### src/rtl/rr_grant_ctrl.sv
`default_nettype none
// ============================================================================
// Module      : rr_grant_ctrl
// Description : Round-robin bus arbiter control stage. Masks requests by the
//               last owner, registers a one-hot grant plus binary index, and
//               holds it until the owner releases or the hold limit expires.
// Revision    : 1.0 - initial release
// ============================================================================
module rr_grant_ctrl #(
  parameter int N_REQ    = 4,
  parameter int W_IDX    = 2,
  parameter int MAX_HOLD = 16,
  parameter int W_HOLD   = 4
) (
  input  logic             clk,
  input  logic             rst_n,
  input  logic [N_REQ-1:0] req,
  input  logic             done,
  input  logic             lock,
  output logic [N_REQ-1:0] gnt,
  output logic [W_IDX-1:0] gnt_idx,
  output logic             gnt_valid,
  output logic             timeout
);

  typedef enum logic [0:0] {
    ST_IDLE = 1'b0,
    ST_OWN  = 1'b1
  } state_t;

  localparam logic [W_HOLD-1:0] c_hold_last = W_HOLD'(MAX_HOLD - 1);

  state_t           r_state;
  state_t           w_state_nxt;
  logic [N_REQ-1:0] r_gnt;
  logic [N_REQ-1:0] w_gnt_nxt;
  logic [W_IDX-1:0] r_gnt_idx;
  logic [W_IDX-1:0] w_gnt_idx_nxt;
  logic [W_IDX-1:0] r_last_idx;
  logic [W_IDX-1:0] w_last_idx_nxt;
  logic [W_HOLD-1:0] r_hold_cnt;
  logic [W_HOLD-1:0] w_hold_cnt_nxt;
  logic             r_gnt_valid;
  logic             r_timeout;
  logic             w_timeout_nxt;

  logic [N_REQ-1:0] w_masked;
  logic [N_REQ-1:0] w_pick;
  logic [W_IDX-1:0] w_win;
  logic             w_rel_done;
  logic             w_rel_wd;
  logic             w_rel_hold;

  // Round-robin winner: requests above the last owner first, else wrap to bit 0.
  always_comb begin
    w_masked = '0;
    w_win    = '0;
    for (int i = 0; i < N_REQ; i++) begin
      w_masked[i] = req[i] && (W_IDX'(i) > r_last_idx);
    end
    w_pick = (|w_masked) ? w_masked : req;
    for (int i = N_REQ - 1; i >= 0; i--) begin
      if (w_pick[i]) w_win = W_IDX'(i);
    end
  end

  // Release causes: normal finish, owner withdrew, hold limit reached.
  always_comb begin
    w_rel_done = done && !lock;
    w_rel_wd   = !req[r_gnt_idx];
    w_rel_hold = (r_hold_cnt == c_hold_last);
  end

  // Next-state and next-output logic for the grant FSM.
  always_comb begin
    w_state_nxt    = r_state;
    w_gnt_nxt      = r_gnt;
    w_gnt_idx_nxt  = r_gnt_idx;
    w_last_idx_nxt = r_last_idx;
    w_hold_cnt_nxt = r_hold_cnt;
    w_timeout_nxt  = 1'b0;
    case (r_state)
      ST_IDLE: begin
        if (|req) begin
          w_state_nxt       = ST_OWN;
          w_gnt_nxt         = '0;
          w_gnt_nxt[w_win]  = 1'b1;
          w_gnt_idx_nxt     = w_win;
          w_last_idx_nxt    = w_win;
          w_hold_cnt_nxt    = '0;
        end
      end
      ST_OWN: begin
        if (w_rel_done || w_rel_wd || w_rel_hold) begin
          // Returning to IDLE gives the one-cycle bus turnaround gap.
          w_state_nxt    = ST_IDLE;
          w_gnt_nxt      = '0;
          w_gnt_idx_nxt  = '0;
          w_hold_cnt_nxt = '0;
          w_timeout_nxt  = w_rel_hold && !w_rel_done && !w_rel_wd;
        end else begin
          w_hold_cnt_nxt = r_hold_cnt + W_HOLD'(1);
        end
      end
      default: begin
        w_state_nxt = ST_IDLE;
        w_gnt_nxt   = '0;
      end
    endcase
  end

  // State and registered outputs; last_idx resets to the top so bit 0 wins first.
  always_ff @(posedge clk or negedge rst_n) begin
    if (!rst_n) begin
      r_state     <= ST_IDLE;
      r_gnt       <= '0;
      r_gnt_idx   <= '0;
      r_last_idx  <= W_IDX'(N_REQ - 1);
      r_hold_cnt  <= '0;
      r_gnt_valid <= 1'b0;
      r_timeout   <= 1'b0;
    end else begin
      r_state     <= w_state_nxt;
      r_gnt       <= w_gnt_nxt;
      r_gnt_idx   <= w_gnt_idx_nxt;
      r_last_idx  <= w_last_idx_nxt;
      r_hold_cnt  <= w_hold_cnt_nxt;
      r_gnt_valid <= |w_gnt_nxt;
      r_timeout   <= w_timeout_nxt;
    end
  end

  assign gnt       = r_gnt;
  assign gnt_idx   = r_gnt_idx;
  assign gnt_valid = r_gnt_valid;
  assign timeout   = r_timeout;

endmodule
`default_nettype wire

### config.mk
export PLATFORM = sky130hd
export DESIGN_NAME = rr_grant_ctrl
export DESIGN_NICKNAME = d
export VERILOG_FILES = /design/src/rtl/rr_grant_ctrl.sv
export SDC_FILE = /design/constraint.sdc
export NUM_CORES = 1
export LEC_CHECK = 0
export BUFFER_PORTS_ARGS = -buffer_cell sky130_fd_sc_hd__clkbuf_2
export CORE_AREA = 4 4 42 44
export CTS_CLUSTER_DIAMETER = 40
export DETAILED_ROUTE_END_ITERATION = 10
export DIE_AREA = 0 0 46 48
export PLACE_DENSITY = 0.86
export SLEW_MARGIN = 20
export SYNTH_ARGS = -nofsm -noshare
export SYNTH_HDL_FRONTEND = slang
export SYNTH_SLANG_ARGS = --single-unit
### constraint.sdc
create_clock -name clk -period 2.1 [get_ports clk]
set_input_delay 0.42 -clock clk [delete_from_list [all_inputs] [get_ports clk]]
set_output_delay 0.42 -clock clk [all_outputs]
set_load 0.01 [all_outputs]
==> flow_metrics.py <==
metrics = {
    "outcome": {
        "status": "complete, no violations",
    },
    "clock_tree": {
        "cts-root-buf": "clkbuf_4",
        "clock_latency_ps": 280,
        "cts.htree.levels": 1,
        "cts-resized-gates": 0,
        "cts_tree": "built",
        "cts_buffers": 3,
        "clockBufferDepth": 2,
        "path_clk_slew_ps": 80,
        "postCtsSetupRepairBufs": 0,
        "cts.sinks": 15,
        "hold_buffers": 0,
    },
    "finish": {
        "drive_gt1_share_pct": 31.03,
        "final_nets": 97,
        "final_cells": 103,
        "final_cell_mix": "15 x clkbuf_2, 13 x dfrtp_1, 6 x nand2_1, 5 x o21ai_0",
        "fillerInstances": 128,
        "layout_commonest_cell": "clkbuf_2",
        "antenna_cells": 0,
        "post-route-util_pct": 60.80,
        "area_delta_synth_final_pct": 16.14,
    },
    "place": {
        "preCtsSetupSlack_ps": 435.1,
        "post-dp-hpwl_um": 1135,
        "gp_congestion": 0.8099,
        "dp_cells": 99,
        "port_buffers": 15,
    },
    "pwr": {
        "p_leak_nw": 0.4350,
        "power_density_nw_per_um2": 1262,
        "p_sw_mw": 0.4189,
        "power_frac_clock_pct": 14.3,
        "peakVddDrop_uv": 611.2,
        "pwr-share-comb_pct": 39.1,
        "switching_share_pct": 38.00,
        "p_int_mw": 0.6836,
        "pwr-share-seq_pct": 46.6,
    },
    "timing": {
        "hold_viol_final": 0,
        "tightest_slew_ps": 537.5,
        "period_needed_ps": 1570,
        "skew_ps": 1.703,
        "setup_viol": 0,
        "setup_tns_ps": 0,
        "layout_setup_ws_ps": 530.0,
        "slew_viol_final": 0,
        "relSlewSlack_pct": 63.84,
        "fmax_mhz": 636.9,
        "hold_ws_ps": 28.54,
        "fin_crit_sh_pct": 74.76,
        "rsz0062_at_grt": "no",
    },
    "floorplanning": {
        "die_h_um": 48,
        "dieArea_um2": 2208,
        "die_x_um": 46,
        "start_util_pct": 52.35,
        "num_io_pins": 16,
        "core_area_um2": 1436,
        "placementRows": 14,
    },
    "route": {
        "viasPerCell": 5.932,
        "drtAntennaViolNets": 0,
        "drc": 0,
        "first_pass_iters": 4,
        "route.vias.total": 611,
        "finalWirelength_um": 1419,
        "drtIter0Drc": 10,
        "wl_per_cell_um": 13.78,
    },
    "run": {
        "max_cap_violations": 0,
    },
    "grt": {
        "globalRouteOverflowTotal": 0,
        "grt_pass1_wl_um": 2484,
        "grt.total_usage_pct": 16.14,
        "grt_pass1_vias": 598,
        "grt_max_degree": 16,
        "grt_antenna_before_repair": 0,
    },
    "synth": {
        "ys_warn_count": 0,
        "synth_area_per_cell_um2": 11.06,
        "ys_seq_area_share_pct": 50.25,
        "synth_seq_cells": 15,
        "synthCells": 68,
        "yosysUniqueCellTypes": 29,
        "synthesis.area_um2": 752.0,
        "syn-num-nets": 77,
    },
    "critical_path": {
        "critical_path_class": "reg2reg",
        "cp_max_fo": 5,
        "start_kind": "flip-flop",
        "worstPathArrival_ps": 1740,
        "startpoint": "r_last_idx[1]",
        "reg2reg_from": "r_last_idx[1]",
        "crit_path_end_kind": "flip-flop",
        "worstPathRequired_ps": 2270,
    },
    "hold_path": {
        "hold_path.class": "in2async",
    },
}
## logic make-up (layout without fill, tap and decap cells)
| group | count (synthesis) | in the layout | synth area share (%) |
|---|---|---|---|
| AO/OA/AOI/OAI | 19 | 19 | 18.30 |
| adder cells (fa/ha/maj) | 2 | 2 | 2.995 |
| buffers and inverters | 3 | 22 | 1.497 |
| flip-flops | 15 | 15 | 50.25 |
| multiplexers | 2 | 2 | 4.492 |
| AND/OR/NAND/NOR | 27 | 27 | 22.46 |
## cell usage after synthesis
cell	n	area (um^2)
a21o_1	4	30.03
a21oi_1	1	5.000
a22o_1	3	26.28
a22oi_1	1	7.510
a32o_1	1	10.01
dfrtp_1	13	325.3
dfstp_2	2	52.55
ha_1	1	12.51
inv_1	3	11.26
maj3_1	1	10.01
mux2_2	1	11.26
mux4_2	1	22.52
nand2_1	6	22.52
nand2_4	1	11.26
nand2b_1	2	12.51
nand3_1	2	10.01
nand3_2	1	10.01
nand4_4	1	21.27
nor2_1	4	15.01
nor2b_1	3	18.77
nor3_1	1	5.000
nor4_1	2	12.51
nor4b_1	1	8.760
o211ai_1	1	7.510
o21ai_0	5	25.02
o2bb2ai_1	2	17.52
o311ai_1	1	8.760
or2_2	2	12.51
or3b_1	1	8.760
## critical path, cell delays in order, from the launching register on
cell and delay (ps):
dfstp_2 570, inv_1 60, o311ai_1 430, nor2_1 160
a22o_1 240
## power groups by stage
stage          registers [mW]  logic [mW]  clock network [mW]
3_5_place_dp            0.519       0.437                   0
6_report                0.513       0.431               0.158
2_1_floorplan           0.522       0.280                   0
3_3_place_gp            0.515       0.425                   0
4_1_cts                 0.513       0.439               0.164
5_1_grt                 0.532       0.487               0.177
## per-stage QoR
step | area (um^2) | power [mW]
floorplan | 752.0 | 0.8020
global placement | 847.1 | 0.9395
detailed placement | 847.1 | 0.9558
CTS | 873.3 | 1.115
global route | 873.3 | 1.196
finish | 873.3 | 1.103
## flip-flops by register name (all words and copies together) (netlist names)
register and count:
gnt 4, gnt_idx 2, gnt_valid 1, r_hold_cnt 4, r_last_idx 2, r_state 1, timeout 1
## layout make-up
| class | count | area (um^2) | area share, % |
|---|---|---|---|
| repair buffers | 15 | 75.07 | 8.596 |
| clock buffers | 4 | 26.28 | 3.009 |
| flip-flops and latches | 15 | 377.9 | 43.27 |
| multi-input cells | 50 | 362.8 | 41.55 |
| inverters | 3 | 11.26 | 1.289 |
| well taps | 16 | 20.02 | 2.292 |
## final timing paths
| check | end | depth (start not counted) | slack (ps) |
|---|---|---|---|
| max | gnt[2] | 4 | 530 |
| min | r_hold_cnt[2] | 1 | 30 |
| max reg2reg | gnt[2] | 4 | 530 |
| min reg2reg | r_hold_cnt[3] | 1 | 520 |
| max in group asynchronous | r_last_idx[1] | 1 | 1770 |
| min in group clk | r_hold_cnt[3] | 1 | 520 |
## layer usage
| layer | track usage, % | vias to the layer above | wire [um] |
|---|---|---|---|
| li1 | - | 295 | - |
| met1 | 17.22 | 302 | 594 |
| met2 | 28.85 | 14 | 737 |
| met3 | 7.143 | 0 | 86 |
| met4 | 4.545 | 0 | 0 |
| met5 | 0 | - | 0 |
(Power assumes the default switching activity.)
